<file path="src/rtl/i2c_slave_responder.sv">
// i2c_slave_responder: fixed-address I2C slave on the system clock domain.
// The first data byte of a write sets the register pointer. Later write
// bytes store at the pointer and auto-increment it. Reads return bytes from
// the pointer and auto-increment it. A side port preloads the register file
// and reports stored bus writes. There is no clock stretching.
module i2c_slave_responder #(
  parameter logic [6:0] SLAVE_ADDR = 7'h22,
  parameter int         ADDR_W     = 4
) (
  input  logic              clk_i,
  input  logic              rst_i,
  input  logic              scl_i,
  input  logic              sda_i,
  output logic              sda_oe_o,
  input  logic              ld_en_i,
  input  logic [ADDR_W-1:0] ld_addr_i,
  input  logic [7:0]        ld_data_i,
  output logic              wr_valid_o,
  output logic [ADDR_W-1:0] wr_addr_o,
  output logic [7:0]        wr_data_o,
  output logic              busy_o
);

  typedef enum logic [2:0] {
    S_IDLE, S_ADDR, S_ADDR_ACK, S_WR_BYTE, S_WR_ACK, S_RD_BYTE, S_RD_ACK, S_WAIT_STOP
  } state_t;

  localparam logic [ADDR_W-1:0] PTR_ONE = 1;

  state_t            r_state, w_state_nxt;
  logic              r_scl_s1, r_scl_s2, r_scl_d;
  logic              r_sda_s1, r_sda_s2, r_sda_d;
  logic [2:0]        r_bitcnt;
  logic [7:0]        r_shift;
  logic [ADDR_W-1:0] r_ptr;
  logic              r_first, r_rw, r_busy, r_sda_oe;
  logic              r_wr_valid;
  logic [ADDR_W-1:0] r_wr_addr;
  logic [7:0]        r_wr_data;
  logic [7:0]        r_mem [0:(1<<ADDR_W)-1];

  logic       w_scl_rise, w_scl_fall, w_start, w_stop, w_sda, w_last;
  logic       w_oe_nxt, w_mem_we;
  logic [7:0] w_byte, w_rd_byte;

  // Two-flop synchronisers plus one history flop for edge detection.
  always_ff @(posedge clk_i) begin
    if (rst_i) begin
      {r_scl_s1, r_scl_s2, r_scl_d} <= 3'b111;
      {r_sda_s1, r_sda_s2, r_sda_d} <= 3'b111;
    end else begin
      r_scl_s1 <= scl_i;
      r_scl_s2 <= r_scl_s1;
      r_scl_d  <= r_scl_s2;
      r_sda_s1 <= sda_i;
      r_sda_s2 <= r_sda_s1;
      r_sda_d  <= r_sda_s2;
    end
  end

  // START and STOP need SCL high on both samples, so they never coincide
  // with an SCL edge.
  assign w_scl_rise = r_scl_s2 & ~r_scl_d;
  assign w_scl_fall = ~r_scl_s2 & r_scl_d;
  assign w_start    = r_scl_s2 & r_scl_d & ~r_sda_s2 & r_sda_d;
  assign w_stop     = r_scl_s2 & r_scl_d & r_sda_s2 & ~r_sda_d;
  assign w_sda      = r_sda_s2;
  assign w_byte     = {r_shift[6:0], w_sda};
  assign w_last     = (r_bitcnt == 3'd7);
  assign w_rd_byte  = r_mem[r_ptr];
  assign w_mem_we   = ~rst_i & w_scl_rise & (r_state == S_WR_BYTE) & w_last & ~r_first;

  // State register.
  always_ff @(posedge clk_i) begin
    if (rst_i) r_state <= S_IDLE;
    else       r_state <= w_state_nxt;
  end

  // Next state: bus conditions override everything, otherwise advance on SCL rise.
  always_comb begin
    w_state_nxt = r_state;
    if (w_stop)       w_state_nxt = S_IDLE;
    else if (w_start) w_state_nxt = S_ADDR;
    else if (w_scl_rise) begin
      case (r_state)
        S_ADDR:     if (w_last) w_state_nxt = (r_shift[6:0] == SLAVE_ADDR) ? S_ADDR_ACK : S_WAIT_STOP;
        S_ADDR_ACK: w_state_nxt = r_rw ? S_RD_BYTE : S_WR_BYTE;
        S_WR_BYTE:  if (w_last) w_state_nxt = S_WR_ACK;
        S_WR_ACK:   w_state_nxt = S_WR_BYTE;
        S_RD_BYTE:  if (w_last) w_state_nxt = S_RD_ACK;
        S_RD_ACK:   w_state_nxt = w_sda ? S_WAIT_STOP : S_RD_BYTE;
        default:    w_state_nxt = r_state;
      endcase
    end
  end

  // SDA drive level to apply at the next SCL fall. A read byte's MSB comes
  // straight from memory on the first fall, when the shifter is loaded.
  always_comb begin
    w_oe_nxt = 1'b0;
    case (r_state)
      S_ADDR_ACK, S_WR_ACK: w_oe_nxt = 1'b1;
      S_RD_BYTE: w_oe_nxt = (r_bitcnt == 3'd0) ? ~w_rd_byte[7] : ~r_shift[3'd7 - r_bitcnt];
      default:   w_oe_nxt = 1'b0;
    endcase
  end

  // Datapath: bit counter, shifter, pointer, SDA drive and write reporting.
  always_ff @(posedge clk_i) begin
    if (rst_i) begin
      r_bitcnt   <= '0;
      r_shift    <= '0;
      r_ptr      <= '0;
      r_first    <= 1'b0;
      r_rw       <= 1'b0;
      r_busy     <= 1'b0;
      r_sda_oe   <= 1'b0;
      r_wr_valid <= 1'b0;
      r_wr_addr  <= '0;
      r_wr_data  <= '0;
    end else begin
      r_wr_valid <= 1'b0;
      if (w_scl_fall) r_sda_oe <= w_oe_nxt;
      if (w_scl_fall && r_state == S_RD_BYTE && r_bitcnt == 3'd0) r_shift <= w_rd_byte;
      if (w_stop) begin
        r_busy <= 1'b0;
      end else if (w_start) begin
        r_busy   <= 1'b1;
        r_bitcnt <= '0;
        r_first  <= 1'b1;
      end else if (w_scl_rise) begin
        case (r_state)
          S_ADDR: begin
            r_shift  <= w_byte;
            r_bitcnt <= r_bitcnt + 3'd1;
            if (w_last) r_rw <= w_sda;
          end
          S_WR_BYTE: begin
            r_shift  <= w_byte;
            r_bitcnt <= r_bitcnt + 3'd1;
            if (w_last) begin
              if (r_first) begin
                r_ptr   <= w_byte[ADDR_W-1:0];
                r_first <= 1'b0;
              end else begin
                r_wr_valid <= 1'b1;
                r_wr_addr  <= r_ptr;
                r_wr_data  <= w_byte;
                r_ptr      <= r_ptr + PTR_ONE;
              end
            end
          end
          S_RD_BYTE: begin
            r_bitcnt <= r_bitcnt + 3'd1;
            if (w_last) r_ptr <= r_ptr + PTR_ONE;
          end
          default: r_bitcnt <= '0;
        endcase
      end
    end
  end

  // Register file; the bus write is assigned last so it wins a same-address collision.
  always_ff @(posedge clk_i) begin
    if (ld_en_i)  r_mem[ld_addr_i] <= ld_data_i;
    if (w_mem_we) r_mem[r_ptr]     <= w_byte;
  end

  assign sda_oe_o   = r_sda_oe;
  assign wr_valid_o = r_wr_valid;
  assign wr_addr_o  = r_wr_addr;
  assign wr_data_o  = r_wr_data;
  assign busy_o     = r_busy;

endmodule

</file>
<file path="config.mk">
export PLATFORM = sky130hd
export DESIGN_NAME = i2c_slave_responder
export DESIGN_NICKNAME = d
export VERILOG_FILES = /design/src/rtl/i2c_slave_responder.sv
export SDC_FILE = /design/constraint.sdc
export NUM_CORES = 1
export LEC_CHECK = 0
export BUFFER_PORTS_ARGS = -buffer_cell sky130_fd_sc_hd__buf_2
export CORE_MARGIN = 8
export CORE_UTILIZATION = 55
export DETAILED_ROUTE_END_ITERATION = 8
export PLACE_DENSITY = 0.77
export SLEW_MARGIN = 15
export SYNTH_ARGS = -nofsm -noshare
export SYNTH_HDL_FRONTEND = slang
export SYNTH_SLANG_ARGS = --single-unit
</file>
<file path="constraint.sdc">
create_clock -name clk_i -period 7.33 [get_ports clk_i]
set_input_delay 0.3665 -clock clk_i [delete_from_list [all_inputs] [get_ports clk_i]]
set_output_delay 0.3665 -clock clk_i [all_outputs]
set_load 0.005 [all_outputs]
</file>
# After elaboration in Yosys (flattened, before gate mapping)
# Memory sizes are Yosys's and may differ from the RTL's. A register that Yosys moved wholly into a read port is not among the register bits.
# Index checks and enable logic that the tools add are counted.
[classes] bitwise=24 n_eq_ne=14 reduce_logical=22 n_addsub=3 muxes=36 magnitude_cmp=1
[op_table] operator="$mux 8" n=5
[op_table] operator="$mux 3" n=8
[op_table] operator="$mux 4" n=5
[op_table] operator="$pmux 3 s6" n=1
[op_table] operator="$reduce_and 5->1" n=3
[op_table] operator="$mux 1" n=13
[op_table] operator="$not 1->1" n=13
[op_table] operator="$eq 3x3->1 const B" n=4
[op_table] operator="$reduce_and 6->1" n=2
[op_table] operator="$and 1x1->1" n=11
[op_table] operator="$ne 3x3->1 const B" n=3
[op_table] operator="$pmux 4 s2" n=1
[op_table] operator="$reduce_bool 2->1" n=4
[op_table] operator="$eq 7x6->1 const B" n=1
[op_table] operator="$reduce_bool 7->1" n=1
[op_table] operator="$eq 3x2->1 const B" n=2
[op_table] operator="$ne 2x2->1 const B" n=3
[op_table] operator="$reduce_bool 6->1" n=1
[op_table] operator="$reduce_or 2->1" n=3
[op_table] operator="$reduce_or 3->1" n=2
[op_table] operator="$reduce_or 6->1" n=1
[op_table] operator="$add 4x1->4 const B" n=1
[op_table] operator="$lt 3x4->1 const B" n=1
[op_table] operator="$reduce_and 4->1" n=1
[op_table] operator="9 further kinds" n=10
[word_totals] register_bits=41 output_inout_bits=15 n_memories=1 elab_cells=119 ramBits=128
[mem_list] memory="r_mem" depth=16 word_bits=8 rd=1 rd_ports_with_merged_regs=1 wr=2 line_no="40" source="logic [7:0] r_mem [0:(1<<ADDR_W)-1];"

# Longest topological paths before layout
[logic_depth] word_depth=9 mapped_depth=7

# Worst setup path after synthesis
# OpenSTA, ideal clock, no wires.
[synth_timing] path_type="reg2reg" startpoint="register r_bitcnt[0]" endpoint="memory r_mem[2][0] (enable)" required_time_ns=6.955 t_arrival_ns=1.993 path_stages_with_launch=8 slack_ns=4.963 path_buffers=1 path_cell_list="dfxtp_1 > ha_1 > ha_1 > and3b_1 > buf_2 > nand4_4 > nor3_4 > o21bai_1"
[synth_lines] item="start: declaration" line_no="33" source="logic [2:0] r_bitcnt;"
[synth_lines] item="start signal: assignment" line_no="135" source="r_bitcnt <= r_bitcnt + 3'd1;"
[synth_lines] item="start signal: assignment" line_no="140" source="r_bitcnt <= r_bitcnt + 3'd1;"
[synth_lines] item="start signal: assignment" line_no="154" source="r_bitcnt <= r_bitcnt + 3'd1;"
[synth_lines] item="end: declaration" line_no="40"

==> results.md <==
* Inserted Clock Buffers at 17
* Die width at between 100 and 150 um
* Number of hold-repair buffers added at the cts stage at 0
* Area leader, netlist: sky130_fd_sc_hd__edfxtp_1
* Final hold viol count at 0
* Core footprint at 0.01589 mm^2
* Max H-tree Level at 4
* Number of max-cap violations at 0
* Count of yosys warnings during synthesis at 0
* 1st-iter DRT viols at 500
* Per-cell routed wire length at about 25 um
* CP arrival at about 3.1 ns
* Post-CTS setup repair buffer count at 0
* Sinks on Clock Net at roughly 170
* Worst setup startpoint: r_bitcnt[1]
* Final worst slack at about 4.3 ns
* Fmax at around 0.33 GHz
* Final TNS setup at 0 ns
* Worst Setup Slack post-DPL at around 4.3 ns
* Critical path start-end classification: reg2reg
* Fraction of registers with async set/reset at 0%
* Fraction of post-synthesis cell area in the top cell type by area at between 40% and 50%
* Height of the die at around 140 um
* Worst IR drop on VDD at 0.1712 mV
* Cell variety after synth at 54
* I/O pin count at 32
* Max Slew Vio Count at 0
* NumNets Final at between 600 and 700
* Cells along the critical path: ha_1 > ha_1 > and3b_1 > nand4_4 > nor3_4 > o21bai_1
* Total number of vias at between 5k and 6k
* Class of the worst hold path: in2reg
* Antenna violations before repair at 0
* Remaining global-route overflow at 0
* Pin slew with the least headroom to its limit at about 1.2 ns
* Gate count after technology mapping at around 640
* Final Critical Period at approximately 3 ns
* Required time reported for the critical path endpoint at 7.39 ns
* DPL Wire Length at between 10000 and 15000 um
* Critical path's most frequent cell: sky130_fd_sc_hd__ha_1
* Clock tree from TritonCTS: done
* Initial core utilization at 56.41%
* Source-to-sink clock delay at the later pin of the worst-skew pair at 0.43 ns
* Final Setup Violations at 0
* Max-slew headroom at the worst pin at 19.21%
* Slowest CP cell: sky130_fd_sc_hd__and3b_1
* Buffers from clock root to sink, at most at 2
* Fraction of the cycle the final worst path needs at between 40% and 50%
* Number of detailed-routing iterations run before antenna repair at 5
* Clk slew on worst S/H paths at about 0.06 ns
* Dominant synthesized flop cell: sky130_fd_sc_hd__edfxtp_1
* Main area contributors after synthesis: sky130_fd_sc_hd__edfxtp_1, sky130_fd_sc_hd__mux2_2, sky130_fd_sc_hd__dfxtp_1
* Global-route wire length before repair at between 30000 and 40000 um
* Via/cell ratio at 6.510
* Endpoint kind of the worst setup timing path: register
* Weighted congestion at the end of routability-driven global placement at 0.8368
* Remaining design rule violation count at 0
* Max Fanout on Critical Path at 9
* Clock skew after layout at between 0.01 and 0.015 ns
* GRT Resource Usage Total at between 20% and 30%
* Post-detailed-route count of antenna-violating nets at 0
* Number of gates resized after cts at 0
* Clock tree root driver cell: sky130_fd_sc_hd__clkbuf_16
* Startpoint type of the worst setup path: register
* Number of flip-flops and latches in the synthesized netlist at around 170
* Leakage at between 3 and 4 nW
* Post-route total power at between 0.002 and 0.0025 W
* Worst Hold Launch: scl_i
* Count of buffers inserted at the top-level ports at 31
* Syn nets at 667
* Register area share after synthesis at a little over half
* Largest net degree at the start of global routing at 43
* Area growth from synthesis to layout at 8.755%
* Detailed-route wire length at 21690 um
* Total inserted antenna cells at 0
* Via count of the first global-routing pass at between 5k and 6k
* Mean instance size in the synthesized netlist at 13.94 um^2
* P per Cell Area at about 210 mW/mm^2
* Most frequent standard cell in the layout excluding fill and tap cells: sky130_fd_sc_hd__edfxtp_1
* Proportion of layout cells with a drive suffix above 1 at between 30% and 40%
* Area of the die at a little over 0.02 mm^2
* Stage delay of the slowest cell on the critical path at 0.51 ns
* Post-synth EDFFs at roughly 130
* Status: complete, no violations
* Unrepaired setup endpoints after global routing: false
* Most used cells in the layout excluding fill and tap cells: sky130_fd_sc_hd__edfxtp_1, sky130_fd_sc_hd__mux2_2, sky130_fd_sc_hd__dfxtp_1, sky130_fd_sc_hd__mux4_2, sky130_fd_sc_hd__buf_2
* Standard-cell row count at 46
* Synthesized area at 0.008961 mm^2
* Launch point of the worst reg-to-reg path: r_bitcnt[1]
[registers in the layout (all words and copies together) (netlist names), named ones only]
register,cells
busy_o,1
r_bitcnt,3
r_first,1
r_mem,128
r_ptr,4
r_rw,1
r_scl_d,1
r_scl_s1,1
r_scl_s2,1
r_sda_d,1
r_sda_s1,1
r_sda_s2,1
r_shift,8
r_state,3
sda_oe_o,1
wr_addr_o,4
wr_data_o,8
wr_valid_o,1
[final cells by class]
type	instances	area (um^2)
Clock inverter	13	147.6
Inverter	8	30.03
Tap cell	216	270.3
Multi-Input combinational cell	403	3934
Fill cell	1212	6140
Timing Repair Buffer	35	185.2
Sequential cell	173	4746
Clock buffer	19	432.9
[cell usage after synthesis (2+ instances only)]
master / n
sky130_fd_sc_hd__edfxtp_1: 128
sky130_fd_sc_hd__mux2_2: 124
sky130_fd_sc_hd__dfxtp_1: 45
sky130_fd_sc_hd__clkbuf_1: 42
sky130_fd_sc_hd__mux4_2: 34
sky130_fd_sc_hd__nor2_1: 29
sky130_fd_sc_hd__mux2i_1: 22
sky130_fd_sc_hd__a21oi_1: 13
sky130_fd_sc_hd__o22ai_1: 13
sky130_fd_sc_hd__nor2_2: 12
sky130_fd_sc_hd__o21ai_0: 12
sky130_fd_sc_hd__and3_1: 11
sky130_fd_sc_hd__nand2_1: 11
sky130_fd_sc_hd__nor2b_1: 11
sky130_fd_sc_hd__buf_2: 10
sky130_fd_sc_hd__or2_2: 10
sky130_fd_sc_hd__a2111oi_0: 8
sky130_fd_sc_hd__inv_1: 8
sky130_fd_sc_hd__nor4_1: 8
sky130_fd_sc_hd__ha_1: 7
sky130_fd_sc_hd__o21bai_1: 6
sky130_fd_sc_hd__o2bb2ai_1: 6
sky130_fd_sc_hd__buf_4: 5
sky130_fd_sc_hd__mux2_1: 5
sky130_fd_sc_hd__nand2b_1: 5
sky130_fd_sc_hd__nand3_1: 5
sky130_fd_sc_hd__nand3b_1: 5
sky130_fd_sc_hd__nand4_4: 4
sky130_fd_sc_hd__nor3_4: 4
sky130_fd_sc_hd__a21boi_0: 3
sky130_fd_sc_hd__a22oi_1: 3
sky130_fd_sc_hd__and3b_1: 3
sky130_fd_sc_hd__nand4_1: 3
sky130_fd_sc_hd__a211oi_1: 2
sky130_fd_sc_hd__a311oi_1: 2
sky130_fd_sc_hd__a31oi_1: 2
sky130_fd_sc_hd__buf_1: 2
sky130_fd_sc_hd__nor3_1: 2
sky130_fd_sc_hd__nor4bb_1: 2
sky130_fd_sc_hd__xnor2_1: 2
[where the power goes]
part | switching [W] | leakage, nW | total [W] | internal [W]
Sequential | 0.0000119 | 1.52 | 0.00108 | 0.00107
Clock | 0.000372 | 0.279 | 0.000903 | 0.000531
Combinational | 0.0000437 | 1.36 | 0.0000838 | 0.0000401
[critical path: cells and delay by family, from the launching register on]
kind                       cells  cell delay (ns)
DFF                            1             0.42
AOI/OAI and AO/OA              1             0.49
and+or+nand+nor                3             1.24
adders and majority gates      2             0.51
[kinds of logic (layout without fill, tap and decap cells)]
| kind of cell | after synthesis | count (layout) | synth area share [%] |
|---|---|---|---|
| muxes | 185 | 185 | 27.21 |
| adders and majority gates | 7 | 7 | 0.9773 |
| xor gates and xnor gates | 2 | 2 | 0.1955 |
| buffers and inverters | 67 | 75 | 3.156 |
| AOI/OAI and AO/OA | 77 | 77 | 5.906 |
| and+or+nand+nor | 132 | 132 | 9.606 |
| DFF | 173 | 173 | 52.95 |
[metrics by stage]
step | hold slack [ns] | cells | util (%) | instance area (um^2)
2_1_floorplan | 0.3895 | 643 | - | 8961
3_3_place_gp | 0.3987 | 835 | 57.70 | 9165
3_5_place_dp | 0.3937 | 835 | 57.70 | 9165
4_1_cts | 0.1259 | 867 | 61.35 | 9746
5_1_grt | 0.1526 | 867 | 61.35 | 9746
6_report | 0.1374 | 867 | 61.35 | 9746
[path summary, 6_finish.rpt]
path | end | slack (ns) | cells after the start
worst max-delay path | r_mem[1][0] | 4.29 | 6
worst min-delay path | r_scl_s1 | 0.14 | 2
worst max register to register | r_mem[1][0] | 4.29 | 6
worst min register to register | r_sda_s2 | 0.41 | 1
[per-layer routing]
metal | GRT usage, % | vias up | wire length (um)
li1 | - | 2494 | -
met1 | 27.63 | 2884 | 8905
met2 | 36.10 | 225 | 10690
met3 | 3.981 | 41 | 1430
met4 | 10.90 | 0 | 657
met5 | 0 | - | 0
Note: power is estimated with default switching activity, not from simulation.
